$ cat config.mk
export PLATFORM = sky130hd
export DESIGN_NAME = count_seq_ctrl_flat
export DESIGN_NICKNAME = d
export VERILOG_FILES = /design/src/rtl/count_seq_pkg.sv /design/src/rtl/count_seq_if.sv /design/src/rtl/pll_lock_qual.sv /design/src/rtl/count_seq_ctrl.sv /design/src/flat_wrapper.sv
export SDC_FILE = /design/constraint.sdc
export NUM_CORES = 1
export LEC_CHECK = 0
export ABC_AREA = 1
export CAP_MARGIN = 10
export CORE_MARGIN = 2
export CORE_UTILIZATION = 47
export CTS_BUF_LIST = sky130_fd_sc_hd__clkbuf_16
export CTS_CLUSTER_SIZE = 40
export DETAILED_ROUTE_END_ITERATION = 12
export PLACE_DENSITY = 0.83
export SETUP_SLACK_MARGIN = 0.4
export SLEW_MARGIN = 0
export SYNTH_ARGS = -nofsm -noshare
export SYNTH_HDL_FRONTEND = slang
export SYNTH_HIERARCHICAL = 1
export SYNTH_SLANG_ARGS = --single-unit
$ cat constraint.sdc
create_clock -name i_clk -period 1.8 [get_ports i_clk]
set_input_delay 0.36 -clock i_clk [delete_from_list [all_inputs] [get_ports i_clk]]
set_output_delay 0.36 -clock i_clk [all_outputs]
set_load 0.005 [all_outputs]
$ cat src/rtl/count_seq_pkg.sv
// count_seq_pkg: shared types for the event counter sequencer.
// Holds command opcodes, FSM state type and counter width.
package count_seq_pkg;

  localparam int CNT_W = 32;

  typedef enum logic [2:0] {
    OP_NOP    = 3'd0,
    OP_START  = 3'd1,
    OP_STOP   = 3'd2,
    OP_CLEAR  = 3'd3,
    OP_LOAD   = 3'd4,
    OP_SETCMP = 3'd5
  } cmd_op_e;

  typedef enum logic [1:0] {
    ST_WAIT_LOCK,
    ST_SETTLE,
    ST_IDLE,
    ST_RUN
  } state_e;

endpackage

$ cat src/rtl/count_seq_if.sv
// count_seq_if: command valid/ready channel into the sequencer.
// Signals: cmd_valid, cmd_ready, cmd_op[2:0], cmd_data[CNT_W-1:0].
interface count_seq_if;
  import count_seq_pkg::*;

  logic             cmd_valid;
  logic             cmd_ready;
  logic [2:0]       cmd_op;
  logic [CNT_W-1:0] cmd_data;

  modport master (
    output cmd_valid,
    output cmd_op,
    output cmd_data,
    input  cmd_ready
  );

  modport slave (
    input  cmd_valid,
    input  cmd_op,
    input  cmd_data,
    output cmd_ready
  );

endinterface

$ cat src/rtl/pll_lock_qual.sv
// pll_lock_qual: 2-FF lock synchroniser plus settle counter.
// Ports: i_clk, i_rst, i_pll_lock (async), i_arm (FSM in
// WAIT_LOCK/SETTLE), o_lock_s (synced lock), o_settle_done.
module pll_lock_qual #(
  parameter int SETTLE_CYC = 4096
) (
  input  logic i_clk,
  input  logic i_rst,
  input  logic i_pll_lock,
  input  logic i_arm,
  output logic o_lock_s,
  output logic o_settle_done
);

  localparam int SW = $clog2(SETTLE_CYC);
  localparam logic [SW-1:0] SMAX = SW'(SETTLE_CYC - 1);

  logic          r_sync1;
  logic          r_sync2;
  logic [SW-1:0] r_settle_cnt;

  always_ff @(posedge i_clk) begin
    if (i_rst) begin
      r_sync1 <= 1'b0;
      r_sync2 <= 1'b0;
    end else begin
      r_sync1 <= i_pll_lock;
      r_sync2 <= r_sync1;
    end
  end

  // Counts consecutive synced-lock cycles, starting with the
  // first lock_s cycle seen in WAIT_LOCK, so release happens
  // after exactly SETTLE_CYC stable cycles.
  always_ff @(posedge i_clk) begin
    if (i_rst || !r_sync2 || !i_arm) begin
      r_settle_cnt <= '0;
    end else if (r_settle_cnt != SMAX) begin
      r_settle_cnt <= r_settle_cnt + SW'(1);
    end
  end

  assign o_lock_s      = r_sync2;
  assign o_settle_done = i_arm && r_sync2 &&
                         (r_settle_cnt == SMAX);

endmodule

$ cat src/rtl/count_seq_ctrl.sv
// count_seq_ctrl: PLL-lock qualified sequencer for a 32-bit
// event counter: start/stop/clear/load/compare commands.
// Ports: i_clk, i_rst (sync, high), i_pll_lock, cmd (slave),
// i_cnt_q, o_cnt_en, o_cnt_clr, o_cnt_load, o_cnt_load_val,
// o_running, o_locked, o_match.
// Option: COUNT_SEQ_PRESCALE_EN enables the PRESCALE divider.
module count_seq_ctrl
  import count_seq_pkg::*;
#(
  parameter int SETTLE_CYC = 4096,
  parameter bit AUTO_START = 1'b1,
  parameter int PRESCALE   = 1
) (
  input  logic             i_clk,
  input  logic             i_rst,
  input  logic             i_pll_lock,
  count_seq_if.slave       cmd,
  input  logic [CNT_W-1:0] i_cnt_q,
  output logic             o_cnt_en,
  output logic             o_cnt_clr,
  output logic             o_cnt_load,
  output logic [CNT_W-1:0] o_cnt_load_val,
  output logic             o_running,
  output logic             o_locked,
  output logic             o_match
);

  state_e           r_state;
  state_e           w_state_nxt;
  logic             w_lock_s;
  logic             w_settle_done;
  logic             w_arm;
  logic             w_acc;
  logic             w_start;
  logic             w_stop;
  logic             w_clear;
  logic             w_load;
  logic             w_setcmp;
  logic             w_settle_exit;
  logic             w_eq;
  logic             w_tick;
  logic             r_cnt_clr;
  logic             r_cnt_load;
  logic             r_eq_prev;
  logic [CNT_W-1:0] r_load_val;
  logic [CNT_W-1:0] r_cmp_val;

  assign w_arm = (r_state == ST_WAIT_LOCK) ||
                 (r_state == ST_SETTLE);

  pll_lock_qual #(
    .SETTLE_CYC (SETTLE_CYC)
  ) u_qual (
    .i_clk         (i_clk),
    .i_rst         (i_rst),
    .i_pll_lock    (i_pll_lock),
    .i_arm         (w_arm),
    .o_lock_s      (w_lock_s),
    .o_settle_done (w_settle_done)
  );

  assign cmd.cmd_ready = w_lock_s &&
    ((r_state == ST_IDLE) || (r_state == ST_RUN));
  assign w_acc = cmd.cmd_valid && cmd.cmd_ready;

  always_comb begin
    w_start  = 1'b0;
    w_stop   = 1'b0;
    w_clear  = 1'b0;
    w_load   = 1'b0;
    w_setcmp = 1'b0;
    if (w_acc) begin
      unique case (1'b1)
        (cmd.cmd_op == OP_START):  w_start  = 1'b1;
        (cmd.cmd_op == OP_STOP):   w_stop   = 1'b1;
        (cmd.cmd_op == OP_CLEAR):  w_clear  = 1'b1;
        (cmd.cmd_op == OP_LOAD):   w_load   = 1'b1;
        (cmd.cmd_op == OP_SETCMP): w_setcmp = 1'b1;
        default: ;
      endcase
    end
  end

  always_ff @(posedge i_clk) begin
    if (i_rst) begin
      r_state <= ST_WAIT_LOCK;
    end else begin
      r_state <= w_state_nxt;
    end
  end

  // Lock loss overrides everything; RUN/IDLE is not
  // remembered across a resettle.
  always_comb begin
    w_state_nxt   = r_state;
    w_settle_exit = 1'b0;
    if (!w_lock_s) begin
      w_state_nxt = ST_WAIT_LOCK;
    end else begin
      unique case (r_state)
        ST_WAIT_LOCK: w_state_nxt = ST_SETTLE;
        ST_SETTLE: begin
          if (w_settle_done) begin
            w_settle_exit = 1'b1;
            w_state_nxt   = AUTO_START ? ST_RUN : ST_IDLE;
          end
        end
        ST_IDLE: begin
          if (w_start) w_state_nxt = ST_RUN;
        end
        ST_RUN: begin
          if (w_stop) w_state_nxt = ST_IDLE;
        end
        default: w_state_nxt = ST_WAIT_LOCK;
      endcase
    end
  end

  assign w_eq = (i_cnt_q == r_cmp_val);

  // r_eq_prev tracks equality in every state so a match
  // only fires on a fresh edge; SETCMP clears it to rearm.
  always_ff @(posedge i_clk) begin
    if (i_rst) begin
      r_cnt_clr  <= 1'b0;
      r_cnt_load <= 1'b0;
      r_load_val <= '0;
      r_cmp_val  <= '1;
      r_eq_prev  <= 1'b0;
    end else begin
      r_cnt_clr  <= w_settle_exit || w_clear;
      r_cnt_load <= w_load;
      if (w_load) r_load_val <= cmd.cmd_data;
      if (w_setcmp) r_cmp_val <= cmd.cmd_data;
      r_eq_prev  <= w_eq && !w_setcmp;
    end
  end

`ifdef COUNT_SEQ_PRESCALE_EN
  localparam int PW =
    (PRESCALE > 1) ? $clog2(PRESCALE) : 1;
  localparam logic [PW-1:0] PMAX = PW'(PRESCALE - 1);

  logic [PW-1:0] r_presc;
  logic          w_run_entry;

  assign w_run_entry = (w_state_nxt == ST_RUN) &&
                       (r_state != ST_RUN);
  assign w_tick = (r_presc == PMAX);

  always_ff @(posedge i_clk) begin
    if (i_rst) begin
      r_presc <= '0;
    end else if (w_run_entry || w_clear || w_load) begin
      r_presc <= '0;
    end else if (r_state == ST_RUN) begin
      r_presc <= w_tick ? '0 : r_presc + PW'(1);
    end
  end
`else
  logic w_unused_presc;
  assign w_unused_presc = |PRESCALE;
  assign w_tick = 1'b1;
`endif

  assign o_running      = (r_state == ST_RUN);
  assign o_locked       = (r_state == ST_IDLE) ||
                          (r_state == ST_RUN);
  assign o_cnt_clr      = r_cnt_clr;
  assign o_cnt_load     = r_cnt_load;
  assign o_cnt_load_val = r_load_val;
  assign o_cnt_en       = o_running && w_lock_s && w_tick &&
                          !r_cnt_clr && !r_cnt_load;
  assign o_match        = o_running && w_eq && !r_eq_prev;

endmodule
$ cat src/flat_wrapper.sv
// flat-port wrapper written by rule: the top's interface ports become plain ports
module count_seq_ctrl_flat import count_seq_pkg::*;
#(
  parameter int SETTLE_CYC = 4096,
  parameter bit AUTO_START = 1'b1,
  parameter int PRESCALE   = 1
)
  (i_clk, i_rst, i_pll_lock, i_cnt_q, o_cnt_en, o_cnt_clr, o_cnt_load, o_cnt_load_val, o_running, o_locked, o_match, cmd_cmd_valid, cmd_cmd_op, cmd_cmd_data, cmd_cmd_ready);
  count_seq_if cmd_i ();
  input  logic i_clk;
  input  logic i_rst;
  input  logic i_pll_lock;
  input  logic [CNT_W-1:0] i_cnt_q;
  output logic o_cnt_en;
  output logic o_cnt_clr;
  output logic o_cnt_load;
  output logic [CNT_W-1:0] o_cnt_load_val;
  output logic o_running;
  output logic o_locked;
  output logic o_match;
  input wire logic [$bits(cmd_i.cmd_valid)-1:0] cmd_cmd_valid;
  input wire logic [$bits(cmd_i.cmd_op)-1:0] cmd_cmd_op;
  input wire logic [$bits(cmd_i.cmd_data)-1:0] cmd_cmd_data;
  output wire logic [$bits(cmd_i.cmd_ready)-1:0] cmd_cmd_ready;
  assign cmd_i.cmd_valid = cmd_cmd_valid;
  assign cmd_i.cmd_op = cmd_cmd_op;
  assign cmd_i.cmd_data = cmd_cmd_data;
  assign cmd_cmd_ready = cmd_i.cmd_ready;
  count_seq_ctrl #(.SETTLE_CYC(SETTLE_CYC), .AUTO_START(AUTO_START), .PRESCALE(PRESCALE)) u_core (.i_clk(i_clk), .i_rst(i_rst), .i_pll_lock(i_pll_lock), .cmd(cmd_i), .i_cnt_q(i_cnt_q), .o_cnt_en(o_cnt_en), .o_cnt_clr(o_cnt_clr), .o_cnt_load(o_cnt_load), .o_cnt_load_val(o_cnt_load_val), .o_running(o_running), .o_locked(o_locked), .o_match(o_match));
endmodule
==> metrics.md, run 1 <==
| Metric | Value |
|---|---|
| DIE AREA | 8640 sq um |
| Core Area | 7690 sq um |
| CTS root buf | clkbuf_16 |
| Power per cell area | 624 nW/um^2 |
| Final hold vios | 0 |
| #FFs+latches synth | 83 |
| Routability cong. | 0.877 |
| Via density | 6.26 |
| R2R cell count | 13 |
| Run status | complete, but fails checks |
| Initial antenna violation count | 0 |
| Sequential share of the synthesized area | 44.7% |
| I/O Pins | 110 |
| CP Launch Type | register |
| N_diodes | 0 |
| Yosys cell types | 32 |
| WP data required | 1.44 ns |
| Reg2reg end | u_core/r_cmp_val[15] |
| Final number of setup-violating endpoints | 10 |
| R2R setup slack | -0.04 ns |
| CP Class | reg2out |
| Slew headroom | 71.2% |
| Mean Syn Cell Area | 7.32 sq um |
| TritonCTS clock tree | yes |
| Worst Setup End Kind | primary output |
| FP Rows | 32 |
| Peak VDD IR | 0.565 mV |
| Number of global-route vias before repair | 4,564 |
| Total Power | 4.27 mW |
| Layout cells sized above 1 | 44.6% |
| Failing checks | setup timing |
| Final worst slack | -0.283 ns |
| DR pass1 iterations | 5 |
| Post-DRT Antenna Nets | 0 |
| Slew @ Worst Pin | 0.431 ns |
| Drt total wl | 20,000 um |
| Num CTS Buffers | 9 |
| Post-Syn Nets | 580 |
| Leakage | 3.23 nW |
| Grt ovf | 0 |
| H-tree Lvls | 3 |
| Hold Path Class | reg2reg |
| Arr. time, crit path | 1.72 ns |
| CTS sink count | 83 |
| IO Port Bufs | 109 |
| Starting DRC count in detailed routing | 380 |
| Final min period | 2.08 ns |
| Total GRT Usage | 35.4% |
| Critical Path Start | u_core/r_cmp_val[25] |
| Max cap viols | 0 |
| Pin count of the biggest net entering global routing | 46 |
| Hold buffer count at cts | 0 |
| DR WL/cell | 25.9 um |
| Mapped Cells | 508 |
| CTS max path bufs | 2 |
| First-pass GRT wire length | 23,300 um |
| Die H | 93.0 um |
| Worst reg2reg startpoint | u_core/r_state[1] |
| Fill cells | 316 |
| Clock Latency Late Sink | 0.35 ns |
| Starting Density | 48.4% |
| DP Wirelength | 7030 um |
| Post-synthesis instance area | 3720 sq um |
| NumNets Final | 739 |
| Fmax | 480 MHz |
| Area Overhead vs Synth | 83.9% |
| Reg clk slew, reported paths | 0.07 ns |
| Worst setup path endpoint | o_match |
| Via count | 4,844 |
| # DRC | 0 |
| Die W | 93.0 um |
| Worst Skew | 0.00699 ns |
| Max-slew violation count | 0 |
| Post-Route Setup TNS | -0.410 ns |
| Critical path peak fanout | 2 |
| Synth warn | 6 |
| Fin crit share | 116% |
| RSZ-0062 raised after global routing | yes |
## where the power goes
group	leakage (nW)	internal [mW]	switching, mW
Combinational	2.41	0.190	0.224
Clock	0.152	1.20	0.815
Sequential	0.669	1.84	0.00416
## timing repair
| item | CTS | global route |
|---|---|---|
| endpoints found under the hold margin | 0 | 0 |
| cloned | 8 | 7 |
| endpoints found under the setup margin | 85 | 85 |
| resized for setup | 341 | 106 |
| pin swaps | 96 | 66 |
| buffers inserted | 21 | 5 |
## Yosys cell counts, drive strengths merged
library cell,instances,area [sq um]
nor4,1,6.26
xnor2,24,210
nand3,35,193
a31oi,1,6.26
nand2,123,472
clkbuf,9,37.5
inv,46,175
or2,1,6.26
o21ai,48,240
xor2,1,8.76
clkinv,2,13.8
nor3,3,20.0
ha,1,12.5
nand4,8,80.1
a21oi,17,85.1
nor2,93,382
buf,12,110
dfxtp,83,1660
## flip-flops by register name, summed over array words and instances (netlist names)
name                        cells
u_core/o_cnt_load_val          32
u_core/r_cmp_val               32
u_core/u_qual/r_settle_cnt     12
u_core/r_state                  2
u_core/o_cnt_clr                1
u_core/o_cnt_load               1
u_core/r_eq_prev                1
u_core/u_qual/o_lock_s          1
u_core/u_qual/r_sync1           1
## metrics by stage
step                worst slack (ns)  instances  cell area [sq um]  util (%)  hold slack [ns]
finish                        -0.283        774               6840      89.0            0.446
global route                  -0.351        774               6840      89.0            0.456
CTS                           -0.115        762               6310      82.1            0.408
detailed placement            -0.680        717               4990      64.9            0.400
global placement              -0.664        717               4990      64.9            0.395
floorplan                      0.433        508               3740         -            0.388
## worst max-delay path, cell delays in order, from the launching register on
cell and delay, ns:
dfxtp_1 0.34, xnor2_1 0.29, nand2_1 0.14, nor2_1 0.13
nand2_1 0.10, nor2_2 0.10, nand2_2 0.08, nor2_2 0.08
buf_2 0.12
## metal layers
metal	global-route usage (%)	up-vias	part of all wire [%]
met3	9.93	179	11
met2	62.3	466	47
li1	-	1933	-
met5	0	-	0
met1	38.6	2266	32
met4	18.5	0	9.6
## cells in the final DEF (no fill, tap or decap), drive strengths merged, types with 2 or more instances in the layout
cell type	n
a21oi	17
buf	56
bufinv	2
clkbuf	11
clkdlybuf4s50	38
clkinv	8
dfxtp	83
dlygate4sd2	66
inv	51
nand2	123
nand3	35
nand4	8
nor2	93
nor3	3
o21ai	48
xnor2	24
## area by class of cell
class / instances / area, sq um / area share, %
clock buffer: 9 / 225 / 3.29
clock inverter: 7 / 83.8 / 1.23
inverter: 48 / 213 / 3.11
multi-input combinational: 356 / 2640 / 38.5
sequential: 83 / 1690 / 24.7
tap: 102 / 128 / 1.87
timing repair buffer: 162 / 1750 / 25.5
timing repair inverter: 7 / 125 / 1.83
## cells by family (layout without fill, tap and decap cells)
| family | Yosys count | in the layout | share of synthesized area, % |
|---|---|---|---|
| buf+inv | 69 | 233 | 9.05 |
| flops | 83 | 83 | 44.7 |
| xor+xnor | 25 | 25 | 5.89 |
| fa+ha+maj | 1 | 1 | 0.336 |
| simple gates | 264 | 264 | 31.1 |
| compound gates | 66 | 66 | 8.91 |
## worst min path at each step
stage          cells after the start                  start                endpoint  slack (ns)
6_report                           2  u_core/u_qual/r_sync1  u_core/u_qual/o_lock_s        0.45
5_1_grt                            2  u_core/u_qual/r_sync1  u_core/u_qual/o_lock_s        0.46
4_1_cts                            2  u_core/u_qual/r_sync1  u_core/u_qual/o_lock_s        0.41
3_5_place_dp                       2  u_core/u_qual/r_sync1  u_core/u_qual/o_lock_s        0.40
3_3_place_gp                       2  u_core/u_qual/r_sync1  u_core/u_qual/o_lock_s        0.40
2_1_floorplan                      2  u_core/u_qual/r_sync1  u_core/u_qual/o_lock_s        0.39
Power figures use the tool's default switching activity.
==> inputs of run 2 (changes only) <==
--- a/config.mk
+++ b/config.mk
@@ -12,6 +12,7 @@
 export CTS_BUF_LIST = sky130_fd_sc_hd__clkbuf_16
 export CTS_CLUSTER_SIZE = 40
 export DETAILED_ROUTE_END_ITERATION = 12
+export GPL_TIMING_DRIVEN = 0
 export PLACE_DENSITY = 0.83
 export SETUP_SLACK_MARGIN = 0.4
 export SLEW_MARGIN = 0
==> run 2 against run 1 <==
The run still ends with setup timing left. Non-clock buffer count decreased by 4. Worst setup slack got worse by 0.027 ns. Via count decreased by 5.6%. Die area unchanged. Flip-flop and latch count unchanged. Critical path type unchanged. Sequential power about the same.
==> metrics.md, run 2 (same netlist as run 1, synthesis figures left out) <==
| Metric | Value |
|---|---|
| TritonCTS clock tree | yes |
| Grt ovf | 0 |
| DR WL/cell | 21.8 um |
| Worst reg2reg startpoint | u_core/r_state[1] |
| Critical Path Slowest Stage Cell | dfxtp_1 |
| WP data required | 1.44 ns |
| Drt total wl | 16,600 um |
| Core Area | 7690 sq um |
| Area Overhead vs Synth | 73.8% |
| DR pass1 iterations | 8 |
| Via count | 4,575 |
| Failing checks | setup timing |
| Hold buffer count at cts | 0 |
| WL met3 | 1620 um |
| Leakage | 3.08 nW |
| CTS max path bufs | 2 |
| Fin crit share | 117% |
| Met2 Routed Length | 8120 um |
| Worst Setup End Kind | primary output |
| Fill cells | 364 |
| Max Used Layer | met4 |
| Pre-CTS setup slack | -0.692 ns |
| CP Class | reg2out |
| Critical path peak fanout | 2 |
| Hold Path Class | reg2reg |
| Number of global-route vias before repair | 3,834 |
| Starting Density | 48.4% |
| Hold depth | 2 |
| Most frequent cells in the layout | nand2_1 (88), dlygate4sd2_1 (69), dfxtp_1 (64) |
| FP Rows | 32 |
| Top cell by count, worst path | nand2_1 |
| Pin count of the biggest net entering global routing | 15 |
| HP Start | u_core/u_qual/r_sync1 |
| Starting DRC count in detailed routing | 392 |
| Post-DRT Antenna Nets | 0 |
| Area post-placement | 4960 sq um |
| M1 wire length | 5710 um |
| RSZ-0062 raised after global routing | yes |
| R2R cell count | 11 |
| DIE AREA | 8640 sq um |
| Reg2reg end | u_core/o_cnt_load_val[23] |
| CTS sink count | 83 |
| Final worst slack | -0.311 ns |
| # DRC | 0 |
| Initial antenna violation count | 0 |
| DP Wirelength | 7410 um |
| CTS root buf | clkbuf_16 |
| Via density | 6.00 |
| Power per cell area | 674 nW/um^2 |
| N_diodes | 0 |
| Slew @ Worst Pin | 0.642 ns |
| Multi-input gate area | 2470 sq um |
| R2R setup slack | 0.15 ns |
| Reg clk slew, reported paths | 0.06 ns |
| Total GRT Usage | 25.1% |
| IO Port Bufs | 109 |
| Seq. cell area | 1690 sq um |
| Run status | complete, but fails checks |
| Final min period | 2.11 ns |
| Fmax | 474 MHz |
| Die H | 93.0 um |
| Final Cell Area | 6460 sq um |
| H-tree Lvls | 3 |
| Commonest non-fill, non-tap cell in the layout | nand2_1 |
| Arr. time, crit path | 1.75 ns |
| Final number of setup-violating endpoints | 1 |
| NumNets Final | 729 |
| First-pass GRT wire length | 17,100 um |
| Die W | 93.0 um |
| Worst-path cell chain | inv_1 -> nand2_1 -> nand2_1 -> nand2_1 -> nor2_1 -> nand2_1 -> nor2_2 -> nand2_2 -> nor2_4 -> buf_2 |
| Peak VDD IR | 0.558 mV |
| I/O Pins | 110 |
| Num CTS Buffers | 9 |
| Layout cells sized above 1 | 36.3% |
| Max-slew violation count | 0 |
| CP peak stage delay | 0.32 ns |
| Final hold vios | 0 |
| Max cap viols | 0 |
| CP Launch Type | register |
| Slew headroom | 57.2% |
| Clock Latency Late Sink | 0.35 ns |
| Worst Skew | 0.00979 ns |
| Routability cong. | 0.859 |
| Hold Path End | u_core/u_qual/o_lock_s |
## run 2: timing repair
action	CTS	global route
gates cloned	0	9
pin swaps	39	42
endpoints found under the setup margin	107	72
gates resized for setup	115	268
setup buffers	9	11
## run 2: worst max-delay path by stage
stage                                        from           endpoint  slack, ns  cells after the start
floorplan           u_core/u_qual/r_settle_cnt[0]  u_core/r_state[1]       0.43                      8
global placement                      i_cnt_q[13]            o_match      -0.66                      9
detailed placement                    i_cnt_q[13]            o_match      -0.69                      9
CTS                          u_core/r_cmp_val[14]            o_match      -0.10                      8
global route                  u_core/r_cmp_val[5]            o_match      -0.36                     10
finish                        u_core/r_cmp_val[5]            o_match      -0.31                     10
## run 2: metal layers
layer / up-vias / global-route usage (%)
li1: 1909 / -
met1: 2153 / 28.5
met5: - / 0
met2: 389 / 45.6
met4: 0 / 7.84
met3: 124 / 6.43
## run 2: metrics by stage
step | TNS, ns | hold slack (ns) | std cells | utilization (%) | power, mW
floorplan | 0 | 0.388 | 508 | - | 1.98
CTS | -0.105 | 0.400 | 743 | 69.5 | 4.23
finish | -0.311 | 0.426 | 763 | 84.1 | 4.36
detailed placement | -7.71 | 0.399 | 719 | 64.5 | 2.18
global placement | -6.92 | 0.391 | 719 | 64.5 | 2.17
global route | -0.363 | 0.429 | 763 | 84.1 | 4.42
## run 2: power by group
group	switching [mW]	total, mW	internal, mW	leakage, nW
clock	0.802	2.16	1.35	0.158
sequential	0.00332	1.84	1.84	0.672
combinational	0.192	0.363	0.170	2.25
## run 2: area by class of cell
cell class	count	area share, %
Buffer	21	3.99
Clock buffer	9	3.48
Clock inverter	6	1.76
Inverter	48	3.17
Multi-Input combinational cell	357	38.3
Sequential cell	83	26.2
Tap cell	102	1.97
Timing Repair Buffer	137	21.2
## run 2: worst max-delay path, delay by kind of cell, from the launching register on
kind / cells / cell delay (ns)
buffers and inverters: 2 / 0.22
flip-flops: 1 / 0.32
AND/OR/NAND/NOR: 8 / 0.87
==> inputs of run 3 (changes only) <==
--- a/config.mk
+++ b/config.mk
@@ -7,13 +7,15 @@
 export LEC_CHECK = 0
 export ABC_AREA = 1
 export CAP_MARGIN = 10
+export CELL_PAD_IN_SITES_DETAIL_PLACEMENT = 0
+export CELL_PAD_IN_SITES_GLOBAL_PLACEMENT = 1
 export CORE_MARGIN = 2
-export CORE_UTILIZATION = 47
+export CORE_UTILIZATION = 33
 export CTS_BUF_LIST = sky130_fd_sc_hd__clkbuf_16
 export CTS_CLUSTER_SIZE = 40
 export DETAILED_ROUTE_END_ITERATION = 12
 export GPL_TIMING_DRIVEN = 0
-export PLACE_DENSITY = 0.83
+export PLACE_DENSITY = 0.82
 export SETUP_SLACK_MARGIN = 0.4
 export SLEW_MARGIN = 0
 export SYNTH_ARGS = -nofsm -noshare
==> run 3 against run 2 <==
Highest routed layer unchanged. Die area increased by 40%. The run still ends with setup timing left. Critical path type unchanged. Clock skew decreased by 0.0027 ns. Count of clock-buffer cells in the layout unchanged. Fmax increased by 11%.
==> metrics.md, run 3 (same netlist as run 1, synthesis figures left out) <==
| Metric | Value |
|---|---|
| RSZ-0062 raised after global routing | yes |
| Drt total wl | 13,100 um |
| NumNets Final | 749 |
| Post-DRT Antenna Nets | 0 |
| Grt ovf | 0 |
| Critical path peak fanout | 2 |
| Initial antenna violation count | 3 |
| CP Launch Type | register |
| DR pass1 iterations | 4 |
| TritonCTS clock tree | yes |
| Total GRT Usage | 20.5% |
| Area post-placement | 5000 sq um |
| CP Class | reg2out |
| Area Overhead vs Synth | 82.8% |
| Starting DRC count in detailed routing | 208 |
| Clock Latency Late Sink | 0.34 ns |
| Final worst slack | -0.0970 ns |
| Fmax | 527 MHz |
| WHS | 0.432 ns |
| Most frequent cells in the layout | nand2_1 (76), dlygate4sd2_1 (64), dfxtp_1 (58) |
| Core Area | 10,900 sq um |
| Max cap viols | 0 |
| NetSw | 0.909 mW |
| Failing checks | setup timing |
| Post-Route Setup TNS | -0.168 ns |
| Reg clk slew, reported paths | 0.06 ns |
| Clock network fraction of design power | 45.2% |
| IO Port Bufs | 109 |
| Final min period | 1.90 ns |
| Die H | 110 um |
| Part of the power in registers | 46.3% |
| Slew @ Worst Pin | 0.595 ns |
| I/O Pins | 110 |
| Final Cell Area | 6800 sq um |
| Max-slew violation count | 0 |
| Hold Path Class | reg2reg |
| Core Util, Final | 62.2% |
| WP data required | 1.44 ns |
| # DRC | 0 |
| Logic pwr share | 8.6% |
| R2R cell count | 14 |
| FP Rows | 38 |
| Peak VDD IR | 0.483 mV |
| Slew headroom | 60.3% |
| Worst Setup End Kind | primary output |
| First-pass GRT wire length | 18,700 um |
| DIE AREA | 12,100 sq um |
| Die W | 110 um |
| Power per cell area | 584 nW/um^2 |
| CTS sink count | 83 |
| Run status | complete, but fails checks |
| CTS root buf | clkbuf_16 |
| Fill cells | 911 |
| Routability cong. | 0.808 |
| Cell Int Power | 3.06 mW |
| CTS max path bufs | 2 |
| DP Wirelength | 7780 um |
| Pre-CTS setup slack | -0.713 ns |
| Total Power | 3.97 mW |
| H-tree Lvls | 3 |
| Num CTS Buffers | 9 |
| Layout cells sized above 1 | 40.7% |
| Via density | 4.75 |
| Pin count of the biggest net entering global routing | 14 |
| Worst Skew | 0.00710 ns |
| Commonest non-fill, non-tap cell in the layout | nand2_1 |
| Via count | 3,918 |
| Starting Density | 34.0% |
| Non-Filler Instances | 824 |
| Fin crit share | 105% |
| Final number of setup-violating endpoints | 2 |
| DR WL/cell | 15.8 um |
| Leakage | 3.15 nW |
| Hold depth | 2 |
| # placed instances | 757 |
| Hold buffer count at cts | 0 |
| Number of global-route vias before repair | 3,823 |
| Sw frac | 22.9% |
| Arr. time, crit path | 1.54 ns |
| Final hold vios | 0 |
run 3: cell types whose count changed in the layout (fill, tap and decap cells not counted), sizes merged, moves of 2 or more:
cell           delta
clkdlybuf4s15     -2
clkinv            +4
dlygate4sd2       -5
bufinv            -2
buf              +24
diode             +3
inv               -2
dlymetal6s2s      +4
run 3: timing repair:
item	4_1_cts	5_1_grt
resized for setup	312	111
gates cloned	6	4
pin swaps	83	75
buffers inserted	26	13
endpoints found under the setup margin	106	81
run 3: area by class of cell:
cell class | count | area (sq um) | share of cell area, %
antenna | 3 | 7.51 | 0.110
buffer | 21 | 278 | 4.08
clock buffer | 9 | 225 | 3.31
clock inverter | 6 | 57.6 | 0.846
inverter | 48 | 203 | 2.98
multi-input combinational | 356 | 2510 | 36.9
sequential | 83 | 1700 | 25.0
tap | 140 | 175 | 2.58
timing repair buffer | 158 | 1650 | 24.2
run 3: path summary, 6_finish.rpt:
kind	startpoint	endpoint	slack, ns
worst max-delay path	u_core/r_cmp_val[9]	o_match	-0.1
worst min register to register	u_core/u_qual/r_sync1	u_core/u_qual/o_lock_s	0.43
worst max register to register	u_core/r_cmp_val[9]	u_core/r_eq_prev	-0.07
worst min-delay path	u_core/u_qual/r_sync1	u_core/u_qual/o_lock_s	0.43
run 3: power groups by stage:
| stage | sequential (mW) | clock (mW) | combinational [mW] |
|---|---|---|---|
| floorplan | 1.88 | 0 | 0.0945 |
| global placement | 1.88 | 0 | 0.298 |
| detailed placement | 1.88 | 0 | 0.299 |
| CTS | 1.84 | 1.82 | 0.312 |
| global route | 1.84 | 1.91 | 0.364 |
| finish | 1.84 | 1.79 | 0.341 |
run 3: worst max-delay path, cell delays in order, from the launching register on:
cell,delay [ns]
dfxtp_2,0.33
xnor2_1,0.16
nand2_1,0.09
nor2_1,0.10
nand2_1,0.08
nor2_2,0.13
nand2_1,0.09
nor2_1,0.09
buf_2,0.13
run 3: routing by layer:
layer	vias to the layer above	global-route usage [%]	wire length, um
li1	1956	-	-
met1	1835	24.7	5370
met2	113	34.8	6660
met3	14	6.41	863
met4	0	6.16	172
met5	-	0	0
